$ cat config.mk
export PLATFORM = sky130hd
export DESIGN_NAME = mem_line_responder
export DESIGN_NICKNAME = d
export VERILOG_FILES = /design/src/rtl/cache_pkg.sv /design/src/rtl/line_beat_counter.sv /design/src/rtl/mem_line_responder.sv
export SDC_FILE = /design/constraint.sdc
export NUM_CORES = 1
export LEC_CHECK = 0
export BUFFER_PORTS_ARGS = -buffer_cell sky130_fd_sc_hd__buf_2
export CAP_MARGIN = 20
export CORE_AREA = 2 2 78 80
export DETAILED_ROUTE_END_ITERATION = 10
export DIE_AREA = 0 0 80 82
export HOLD_SLACK_MARGIN = 0.05
export PLACE_DENSITY = 0.85
export SYNTH_ARGS = -nofsm -noshare
export SYNTH_HDL_FRONTEND = slang
export SYNTH_HIERARCHICAL = 1
export SYNTH_SLANG_ARGS = --single-unit
export TNS_END_PERCENT = 10
$ cat constraint.sdc
create_clock -name CLK -period 4.3 [get_ports CLK]
set_input_delay 0.43 -clock CLK [delete_from_list [all_inputs] [get_ports CLK]]
set_output_delay 0.43 -clock CLK [all_outputs]
set_load 0.005 [all_outputs]
$ cat src/rtl/cache_pkg.sv
// Definitions shared between the line responder and the cache controller:
// line geometry defaults and the request-type encoding.
package cache_pkg;

  localparam int unsigned WORDS_PER_LINE_DFLT = 8;
  localparam int unsigned WORD_BYTES          = 4;
  localparam int unsigned LINE_OFFSET_BITS    = $clog2(WORDS_PER_LINE_DFLT) + $clog2(WORD_BYTES);

  typedef enum logic {
    REFILL    = 1'b0,
    WRITEBACK = 1'b1
  } req_type_e;

  // Clears the byte-within-line bits of an address.
  function automatic logic [31:0] line_base(input logic [31:0] addr,
                                            input int unsigned offset_bits);
    logic [31:0] mask;
    mask = '1;
    mask = mask << offset_bits;
    return addr & mask;
  endfunction

endpackage

$ cat src/rtl/line_beat_counter.sv
// Loadable saturating counter with terminal-count flag; counts up to all-ones
// (beat counting) or down to zero (wait-state counting).
module line_beat_counter #(
  parameter int unsigned WIDTH    = 3,
  parameter bit          COUNT_UP = 1'b1
) (
  input  logic             CLK,
  input  logic             reset_n,
  input  logic             load,
  input  logic [WIDTH-1:0] load_value,
  input  logic             en,
  output logic [WIDTH-1:0] count,
  output logic             tc
);

  assign tc = COUNT_UP ? (count == '1) : (count == '0);

  always_ff @(posedge CLK or negedge reset_n) begin
    if (!reset_n) begin
      count <= '0;
    end else if (load) begin
      count <= load_value;
    end else if (en && !tc) begin
      count <= COUNT_UP ? count + WIDTH'(1) : count - WIDTH'(1);
    end
  end

endmodule

$ cat src/rtl/mem_line_responder.sv
// Backing-memory side of a cache line transfer: serves refills as back-to-back
// read beats and write-backs as flow-controlled write beats after a fixed latency.
module mem_line_responder
  import cache_pkg::*;
#(
  parameter int unsigned WORDS_PER_LINE = WORDS_PER_LINE_DFLT,
  parameter int unsigned LATENCY        = 4
) (
  input  logic        CLK,
  input  logic        reset_n,
  input  logic        req_valid,
  output logic        req_ready,
  input  logic        req_we,
  input  logic [31:0] req_addr,
  input  logic [31:0] wdata,
  input  logic        wvalid,
  output logic        wready,
  output logic [31:0] rdata,
  output logic        rvalid,
  output logic        cache_ready,
  output logic        busy,
  output logic [31:0] mem_addr,
  output logic        mem_rden,
  output logic        mem_wen,
  output logic [31:0] mem_wdata,
  input  logic [31:0] mem_rdata
);

  localparam int unsigned BEAT_W    = $clog2(WORDS_PER_LINE);
  localparam int unsigned OFS_BITS  = BEAT_W + $clog2(WORD_BYTES);
  localparam logic [3:0]  WAIT_LOAD = (LATENCY == 0) ? 4'd0 : 4'(LATENCY - 1);

  typedef enum logic [2:0] {
    IDLE,
    WAIT,
    RD_BURST,
    RD_DRAIN,
    WR_BURST,
    DONE
  } state_e;

  state_e      state, state_nx;
  req_type_e   req_type;
  logic [31:0] base;
  logic        rd_pend;
  logic        accept;

  logic [BEAT_W-1:0] beat;
  logic              beat_last, beat_load, beat_en;
  logic [3:0]        wait_cnt_unused;
  logic              wait_zero, wait_en;

  assign accept = (state == IDLE) && req_valid;

  line_beat_counter #(
    .WIDTH   (4),
    .COUNT_UP(1'b0)
  ) u_wait_cnt (
    .CLK       (CLK),
    .reset_n   (reset_n),
    .load      (accept),
    .load_value(WAIT_LOAD),
    .en        (wait_en),
    .count     (wait_cnt_unused),
    .tc        (wait_zero)
  );

  line_beat_counter #(
    .WIDTH   (BEAT_W),
    .COUNT_UP(1'b1)
  ) u_beat_cnt (
    .CLK       (CLK),
    .reset_n   (reset_n),
    .load      (beat_load),
    .load_value('0),
    .en        (beat_en),
    .count     (beat),
    .tc        (beat_last)
  );

  always_ff @(posedge CLK or negedge reset_n) begin
    if (!reset_n) begin
      state    <= IDLE;
      base     <= '0;
      req_type <= REFILL;
      rd_pend  <= 1'b0;
    end else begin
      state   <= state_nx;
      rd_pend <= mem_rden;
      if (accept) begin
        base     <= line_base(req_addr, OFS_BITS);
        req_type <= req_type_e'(req_we);
      end
    end
  end

  always_comb begin
    state_nx    = state;
    mem_rden    = 1'b0;
    mem_wen     = 1'b0;
    wready      = 1'b0;
    cache_ready = 1'b0;
    beat_en     = 1'b0;
    wait_en     = 1'b0;
    case (state)
      IDLE: begin
        if (req_valid) begin
          // With zero latency the request type is taken straight from the port,
          // since the latched copy only lands on this same edge.
          if (LATENCY == 0) state_nx = req_we ? WR_BURST : RD_BURST;
          else              state_nx = WAIT;
        end
      end
      WAIT: begin
        wait_en = 1'b1;
        if (wait_zero) state_nx = (req_type == REFILL) ? RD_BURST : WR_BURST;
      end
      RD_BURST: begin
        mem_rden = 1'b1;
        beat_en  = 1'b1;
        if (beat_last) state_nx = RD_DRAIN;
      end
      RD_DRAIN: begin
        state_nx = DONE;
      end
      WR_BURST: begin
        wready = 1'b1;
        if (wvalid) begin
          mem_wen = 1'b1;
          beat_en = 1'b1;
          if (beat_last) state_nx = DONE;
        end
      end
      DONE: begin
        cache_ready = 1'b1;
        state_nx    = IDLE;
      end
      default: state_nx = IDLE;
    endcase
  end

  assign beat_load = ((state_nx == RD_BURST) || (state_nx == WR_BURST)) &&
                     !((state == RD_BURST) || (state == WR_BURST));

  // Gated by reset_n so the handshake reads 0 while reset is held.
  assign req_ready = reset_n && (state == IDLE);
  assign busy      = (state != IDLE);
  assign mem_addr  = base + {{(32 - BEAT_W - 2){1'b0}}, beat, 2'b00};
  assign mem_wdata = mem_wen ? wdata : '0;
  assign rvalid    = rd_pend;
  assign rdata     = rd_pend ? mem_rdata : '0;

endmodule

After elaboration in Yosys (flattened, before gate mapping)
Cells that the tools add are included.
- bits in registers: 39
- logic and storage cells: 52
- bits of input ports: 101
- bits in latches: 0
- memories kept: 0
- memory bits (writable): 0
- memory bits (read-only): 0
- output and inout bits: 103
- $lt $le $gt $ge: 0
- shift-type cells: 0
- muxes and demuxes: 20
- bitwise operators: 0
- add/subtract/negate cells: 3
- equal/unequal tests: 8
- $mul: 0
- divide/modulo/power cells: 0
- reduce and logical (&&, ||, !) cells: 15
- operators by type and width (kind ; number):
    32-bit 2-to-1 mux ; 2
    32-bit by 5-bit adder with 32-bit output ; 1
    3-bit 2-to-1 mux ; 8
    3-bit one-hot mux with 5 select lines ; 1
    3-bit equality test, second input constant ; 4
    3-bit by 2-bit equality test with 1-bit output, second input constant ; 3
    4-bit 2-to-1 mux ; 2
    1-bit 2-to-1 mux ; 6
    1-bit logical AND ; 5
    4-bit zero test ; 1
    2-bit nonzero test ; 2
    4-bit by 1-bit subtractor with 4-bit output, second input constant ; 1
    3-bit by 1-bit adder with 3-bit output, second input constant ; 1
    3-bit by 1-bit equality test with 1-bit output, second input constant ; 1
    1-bit zero test ; 3
    3-bit zero test ; 1
    3-bit nonzero test ; 1
    1-bit logical OR ; 2
    1-bit one-hot mux with 2 select lines ; 1

Logic depth before layout (Yosys ltp)
Gate-level depths: netlist of run 1.
- depth in word-level cells: 8
- gate-level depth with buffers: 8
- depth with buffers taken out: 7

Modules after synthesis
The synthesis of run 1 kept the hierarchy.
- by module, submodules not included (module ; instances ; area each (µm²) ; cells an instance ; sequential area each (µm²)):
    mem_line_responder ; 1 ; 1810.5 ; 161 ; 800.8
    line_beat_counter at u_wait_cnt ; 1 ; 270.3 ; 27 ; 100.1
    line_beat_counter at u_beat_cnt ; 1 ; 193.9 ; 18 ; 75.1

Worst setup path after synthesis of run 1
OpenSTA, ideal clock, no wires.
- kind: flip-flop to flip-flop
- from: register u_wait_cnt.count[0]
- to: register u_beat_cnt.count[1]
- setup slack: 2422 ps
- stages on the path, launching flop included: 8
- data required time: 4140 ps
- data arrival time: 1718 ps
- buffers on the path: 0
- period minus slack after synthesis: 1878 ps
- setup time: 160 ps
- cells stage by stage: dfrtp_1 inv_1 ha_1 nor3b_2 nand2_1 nor3_1 nand4bb_1 o311ai_0
- longest elaborated chain between the ends: 7
- elaborated cells on any way between the ends: 9
- those cells by class: eq/ne: 2; mux: 3; reduce/logical: 4
- RTL lines (item ; RTL line ; text):
    start, declared ; line_beat_counter.sv:12 ; output logic [WIDTH-1:0] count,
    start signal, assigned ; line_beat_counter.sv:22 ; count <= load_value;
    start signal, assigned ; line_beat_counter.sv:24 ; count <= COUNT_UP ? count + WIDTH'(1) : count - WIDTH'(1);
    4-bit zero test (*) ; line_beat_counter.sv:16 ; assign tc = COUNT_UP ? (count == '1) : (count == '0);
    via wait_zero ; mem_line_responder.sv:51 ; logic wait_zero, wait_en;
    3-bit 2-to-1 mux (*) ; mem_line_responder.sv:116 ; if (wait_zero) state_nx = (req_type == REFILL) ? RD_BURST : WR_BURST;
    3-bit one-hot mux with 5 select lines (*) ; mem_line_responder.sv:105 ; case (state)
    3-bit by 2-bit equality test with 1-bit output / 3-bit equality test (equally long branches) ; mem_line_responder.sv:142 ; assign beat_load = ((state_nx == RD_BURST) || (state_nx == WR_BURST)) &&
    1-bit logical OR (*) ; mem_line_responder.sv:142 ;
    1-bit logical AND (*) ; mem_line_responder.sv:142 ;
    via beat_load ; mem_line_responder.sv:49 ; logic beat_last, beat_load, beat_en;
    3-bit 2-to-1 mux / 2-bit nonzero test (equally long branches) ; -- ;
    end signal, assigned ; line_beat_counter.sv:22 ;
    end signal, assigned ; line_beat_counter.sv:24 ;
    end, declared ; line_beat_counter.sv:12 ;
Mark *: on every way through the listed nets, which the timed path passes. The rest lies on a longest branch.
A chain may end at the register's enable or synchronous reset.

Worst setup path in the final report of run 1
- from: register u_wait_cnt.count[0]
- to: register u_beat_cnt.count[2]
The elaborated chain is that of the path after synthesis.

==> metrics.md, run 1 <==
| Metric | Value |
|---|---|
| Cell count after synthesis | 206 |
| Area growth syn-to-layout | 48.1% |
| Die Y | 82 um |
| Status | finished clean |
| R2r startpoint | u_wait_cnt/count[0] |
| Final setup TNS | 0 ns |
| DRC | 0 |
| Final Non-Filler Cells | 477 |
| Most frequent cells in the layout | buf_2 (196), and2_1 (65), dfrtp_1 (39) |
| Crit end category | flop |
| H-tree levels | 2 |
| Total GRT Usage | 0.157 |
| Synth cell types | 40 |
| Critical Path AT | 2.36 ns |
| Drt first pass iters | 4 |
| Starting Density | 0.396 |
| Area of the die | 0.00656 mm^2 |
| Vias in the first global route | 1,854 |
| Worst slew pin tran | 0.830 ns |
| Fin. Hold Viols | 0 |
| PortBufs | 196 |
| Syn_area_per_cell | 11.0 um^2 |
| Max Cap Viol | 0 |
| Most common cell after layout, fill and taps aside | buf_2 |
| RR Endpoint | u_beat_cnt/count[2] |
| Synthesized area | 0.00227 mm^2 |
| Pins Over Slew Limit | 0 |
| Hold buffer count at CTS | 0 |
| Root buffer cell | clkbuf_8 |
| Clk_skew | 0.00553 ns |
| Worst Path Class, Setup | flop to flop |
| Final #Nets | 505 |
| Vias per cell | 4.45 |
| First-pass GRT wire length | 8200 um |
| Critical Path Start | u_wait_cnt/count[0] |
| Worst rel slew slack | 0.447 |
| Worst VDD drop | 305 uV |
| Gr ovfl total | 0 |
| Diode count | 0 |
| # IOs | 204 |
| Max Buffers Root-to-Sink | 2 |
| YS warnings | 6 |
| Row count | 28 |
| Initial antenna violation count | 0 |
| Drt total wl | 5440 um |
| Clock edge transition at the registers on the reported setup and hold paths | 0.08 ns |
| Period utilisation layout | 0.521 |
| Seq/Total Area, Yosys | 0.429 |
| Largest net degree at the start of global routing | 41 |
| Final min period | 2.24 ns |
| # clock sinks | 39 |
| Reg2reg setup slack | 2.06 ns |
| Vias | 2,125 |
| Worst-Skew Late Latency | 0.28 ns |
| RePlAce Congestion | 0.778 |
| Worst-case reg-to-reg path depth | 7 |
| Setup violators final | 0 |
| Resized cells post-CTS | 0 |
| Initial detailed-routing violation count | 62 |
| Cell Pwr Density | 515 mW/mm^2 |
| Fmax | 446 MHz |
| Die width | 80 um |
| Antenna viol nets, final | 0 |
| CP Max Fanout | 9 |
| CTS Buf Count | 5 |
| Lkg Pwr | 1.94 nW |
| CTS tree | done |
| Placed wire-length estimate | 4370 um |
| Share of cells above drive strength 1 | 0.597 |
| Wire per inst | 11.4 um |
| Dpl cells | 469 |
| Worst setup path endpoint | u_beat_cnt/count[2] |
| Yosys reg bits | 39 |
| Worst min-delay path category | input pin to async pin |
| Worst path required time | 4.42 ns |
| Post-CTS setup buffers | 0 |
| Total core area | 0.00575 mm^2 |
| RSZ-0062 raised after global routing | no |
| Worst setup SP type | flop |
how the worst min path moves through the flow:
stage                     endpoint  slack (ns)  depth (start not counted)
after floorplan           base[10]        0.13                          0
after global placement    base[22]        0.48                          1
after detailed placement  base[23]        0.49                          1
after CTS                 base[19]        0.26                          1
after global routing      base[16]        0.29                          1
final                     base[19]        0.24                          1
cells in the mapped netlist, drive strengths merged:
library cell	count	area, um^2
nand2b	3	18.8
nor2b	2	12.5
nor3	4	25.0
a21oi	3	15.0
or4b	1	10.0
buf	10	100
ha	3	37.5
nand4bb	2	22.5
o21ai	2	10.0
or2b	1	7.51
o211ai	2	25.0
o311ai	2	17.5
o22ai	1	6.26
mux2	28	349
inv	6	22.5
conb	2	7.51
nor3b	5	42.5
o21a	1	7.51
and2	66	415
and3b	1	8.76
nand2	7	26.3
o21bai	1	7.51
or2	1	6.26
clkbuf	5	18.8
and4b	1	10.0
a221o	1	10.0
o2bb2ai	1	8.76
o31a	1	8.76
dfrtp	39	976
and4bb	1	12.5
nor4b	1	15.0
or3	1	6.26
or4	1	7.51
per-stage QoR:
step	hold slack (ns)	util	area, um^2	setup slack [ns]	power, mW
2_1_floorplan	0.134	-	2300	2.42	1.18
3_3_place_gp	0.484	0.567	3260	2.17	1.42
3_5_place_dp	0.490	0.567	3260	2.08	1.46
4_1_cts	0.258	0.586	3370	2.06	1.76
5_1_grt	0.294	0.586	3370	1.76	1.88
6_report	0.238	0.586	3370	2.06	1.74
worst max-delay path, stage by stage, from the launching register on:
cell       delay (ns)
dfrtp_1          0.42
inv_1            0.08
ha_1             0.19
nor3b_2          0.35
nand2_1          0.14
nor3_1           0.56
nand4bb_1        0.22
o311ai_0         0.13
report_power, final:
group / internal, mW / switching [mW]
Clock: 0.173 / 0.124
Combinational: 0.452 / 0.308
Sequential: 0.549 / 0.131
kinds of logic after synthesis:
family	share of synthesized area
flip-flops	0.429
buffers and inverters	0.0622
AO/OA/AOI/OAI	0.0512
adder cells (fa/ha/maj)	0.0165
multiplexers	0.153
other	0.00330
AND/OR/NAND/NOR	0.284
per-layer routing:
layer	track usage	up-vias	share of wire
met1	0.181	943	0.40
met5	0	-	0
met2	0.298	105	0.51
met4	0.0508	0	0.011
li1	-	1070	-
met3	0.0209	7	0.080
flip-flops by register name, summed over array words and instances (netlist names):
name              count
req_type              1
u_beat_cnt/count      3
base                 27
u_wait_cnt/count      4
rvalid                1
state                 3
area by class of cell:
| type | instances | area, um^2 |
|---|---|---|
| clock buffers | 5 | 68.8 |
| clock inverters | 3 | 43.8 |
| fillers | 461 | 2380 |
| inverters | 6 | 22.5 |
| multi-input cells | 153 | 1180 |
| flip-flops and latches | 39 | 976 |
| well taps | 75 | 93.8 |
| repair buffers | 196 | 981 |
Note: power is estimated with default switching activity, not from simulation.
==> run 2, diff against run 1 <==
Settings changed: ABC_AREA from default to 1, CORE_AREA 2 2 78 80 to default, CORE_MARGIN from default to 1, CORE_UTILIZATION from default to 35, DIE_AREA 0 0 80 82 to default, PLACE_DENSITY 0.85 to 0.78.
Clock period 4.3 ns to 1.8 ns, I/O delays scaled along.
==> run 2 against run 1 <==
  * The run now ends with DRC left
  * Clock skew is essentially flat
  * Power rose to 2.7 times the previous value
  * Synthesized area is 4.8% higher
  * Clock power increased by 120%
  * Setup slack got worse by 1.9 ns
  * Critical path type is now flop to output port
  * Critical endpoint is now mem_wdata[13]
==> metrics.md, run 2 <==
| Metric | Value |
|---|---|
| Starting Density | 0.369 (-0.0267) |
| DRC | 15 (+15) |
| CTS tree | done |
| Drt total wl | 7440 um (+37%) |
| Registers with the most flip-flops | base (27), u_wait_cnt/count (4) |
| PortBufs | 196 (unchanged) |
| Main area contributors after synthesis | dfrtp_1 (41%), nand2_1 (25%), inv_1 (12%), nor2_1 (6.3%), buf_6 (3.3%) |
| Failing checks | DRC |
| Worst VDD drop | 925 uV (+200%) |
| Initial detailed-routing violation count | 96 (+55%) |
| Row count | 29 (+3.6%) |
| Crit end category | output port |
| Number of enable flip-flop cells after synthesis | 0 (unchanged) |
| Most common cell after layout, fill and taps aside | buf_2 |
| Most frequent cells in the layout | buf_2 (196), nand2_1 (159), inv_1 (75) |
| Period utilisation layout | 0.936 |
| Total core area | 0.00646 mm^2 (+12%) |
| Pins Over Slew Limit | 0 (unchanged) |
| Final #Nets | 681 (+35%) |
| Setup violators final | 0 (unchanged) |
| Final min period | 1.68 ns |
| Commonest cells in the netlist | nand2_1 (160), inv_1 (78), nor2_1 (40), dfrtp_1 (39), nand3_1 (9) |
| Antenna viol nets, final | 0 (unchanged) |
| Crit-path cells | nor2_4, nand3_2, buf_4, nor2_1, buf_2 |
| Share of cells above drive strength 1 | 0.410 (-0.187) |
| Placed wire-length estimate | 5890 um (+35%) |
| Syn_area_per_cell | 6.45 um^2 (-42%) |
| # clock sinks | 39 (unchanged) |
| Vias | 2,799 (+32%) |
| Synthesized area | 0.00238 mm^2 (+4.8%) |
| Vias per cell | 4.27 (-4.1%) |
| Die Y | 84.5 um (+3.1%) |
| Top-count cell post-synth | nand2_1 |
| Gr ovfl total | 0 (unchanged) |
| Critical Path AT | 1.50 ns (-0.86 ns) |
| Root buffer cell | clkbuf_8 |
| Initial antenna violation count | 0 (unchanged) |
| Total GRT Usage | 0.201 (+0.0443) |
| Fmax | 594 MHz |
| Worst-case reg-to-reg path depth | 15 (+8) |
| Max reg flops | 27 (unchanged) |
| Wire per inst | 11.4 um (-0.31%) |
| Max Cap Viol | 0 (unchanged) |
| Worst path required time | 1.62 ns (-2.80 ns) |
| Drt first pass iters | 8 (+4) |
| # IOs | 204 (unchanged) |
| Worst Path Class, Setup | flop to output port |
| H-tree levels | 2 (unchanged) |
| Worst setup SP type | flop |
| Cell depth of the worst hold path | 3 |
| Async SR Flop Fraction | 1.00 (unchanged) |
| Yosys reg bits | 39 (unchanged) |
| Top_reg_cell synth | dfrtp_1 |
| RSZ-0062 raised after global routing | yes |
| Area of the die | 0.00715 mm^2 (+9.0%) |
| Area growth syn-to-layout | 50.2% |
| Vias in the first global route | 2,582 (+39%) |
| Lkg Pwr | 2.65 nW (+37%) |
| Max incr delay on CP | 0.46 ns (-0.10 ns) |
| Worst path bufs/invs | 2 (+1) |
| Critical path's slowest cell | dfrtp_2 |
| Max Buffers Root-to-Sink | 2 (unchanged) |
| Synth cell types | 20 (-50%) |
| Cell taking the most area after synthesis | dfrtp_1 |
| Synth top area share | 0.409 (-0.0198) |
| CTS Buf Count | 5 (unchanged) |
| Worst min-delay path category | input pin to flop |
| Final setup TNS | 0 ns (unchanged) |
| Cell Pwr Density | 1320 mW/mm^2 (+160%) |
| CP Max Fanout | 33 (+24) |
| Die width | 84.5 um (+5.7%) |
| Biggest register | base |
| Worst-Skew Late Latency | 0.29 ns (about the same) |
| Stages on worst setup path | 5 (-2) |
| Diode count | 0 (unchanged) |
| Clock edge transition at the registers on the reported setup and hold paths | 0.07 ns (about the same) |
| Status | finished with violations |
| Clk_skew | 0.00530 ns (-0.000228 ns) |
| Overall Power | 4.74 mW (+170%) |
| YS warnings | 6 (unchanged) |
| Seq/Total Area, Yosys | 0.409 (-0.0198) |
| First-pass GRT wire length | 11,600 um (+41%) |
| RePlAce Congestion | 0.899 (+16%) |
| Cell count after synthesis | 370 (+80%) |
| Crit path max-delay family | flip-flops |
| Largest net degree at the start of global routing | 40 (-2.4%) |
| Fin. Hold Viols | 0 (unchanged) |
-- run 2: changes by cell type after synthesis, moves of 4 or more --
cell	previous run	this run
mux2_4	9	0
nand2_1	7	160
nand3_1	0	9
nand2_2	0	6
inv_2	0	4
nor3b_1	4	0
mux2_2	19	0
nor2_1	0	40
inv_1	6	78
buf_6	2	7
and2_1	65	0
-- run 2: routing by layer --
layer	global-route usage	wire length, um	share of wire
met5	0	0	0
met4	0.0570	121	0.016
met3	0.0403	627	0.084
met2	0.361	3660	0.49
met1	0.243	3030	0.41
-- run 2: final cells by class --
class	instances	area, um^2
fill	642	2880
timing repair buffer	207	1070
multi-input combinational	240	1020
sequential	39	977
inverter	84	315
clock buffer	7	96.3
tap	77	96.3
clock inverter	1	7.51
-- run 2: path summary, 6_finish.rpt --
path	end	start	slack, ns
max in group asynchronous	state[1]	reset_n	0.95
max	mem_wdata[13]	state[1]	0.12
min	base[25]	req_addr[25]	0.08
min reg2reg	base[25]	base[25]	0.48
max reg2reg	u_beat_cnt/count[2]	u_wait_cnt/count[0]	0.13
min in group asynchronous	u_beat_cnt/count[2]	reset_n	0.48
-- run 2: tightest hold or removal path, cell delays in order --
cell	delay, ns
buf_2	0.07
nand2_1	0.04
nand2_1	0.04
-- run 2: kinds of logic after synthesis --
kind of cell	Yosys count	synth area share
adders and majority gates	3	0.0157
and+or+nand+nor	224	0.381
buffers and inverters	98	0.183
DFF	39	0.409
other	2	0.00315
AOI/OAI and AO/OA	4	0.00839
-- run 2: power breakdown --
part           switching [mW]  total, mW  leakage [nW]  internal, mW
combinational            1.44       2.49          2.12          1.06
sequential              0.287       1.59         0.485          1.30
clock                   0.310      0.659        0.0505         0.349
total                    2.03       4.74          2.65          2.70
-- run 2: what timing repair did --
item	4_1_cts	5_1_grt
resized for setup	4	6
hold buffers	1	0
setup endpoints to repair	3	3
hold endpoints to repair	39	0
pin swaps	2	1
setup buffers	2	2
-- run 2: through the flow --
step                      utilization  cells  worst slack (ns)  cell area [um^2]  hold slack (ns)
after detailed placement        0.528    642           -0.0857              3410            0.288
after floorplan                     -    377             0.142              2410           -0.116
after global routing            0.554    655           -0.0554              3580           0.0715
after global placement          0.528    642            0.0717              3410            0.282
after CTS                       0.551    653           0.00152              3560           0.0677
final                           0.554    655             0.116              3580           0.0794
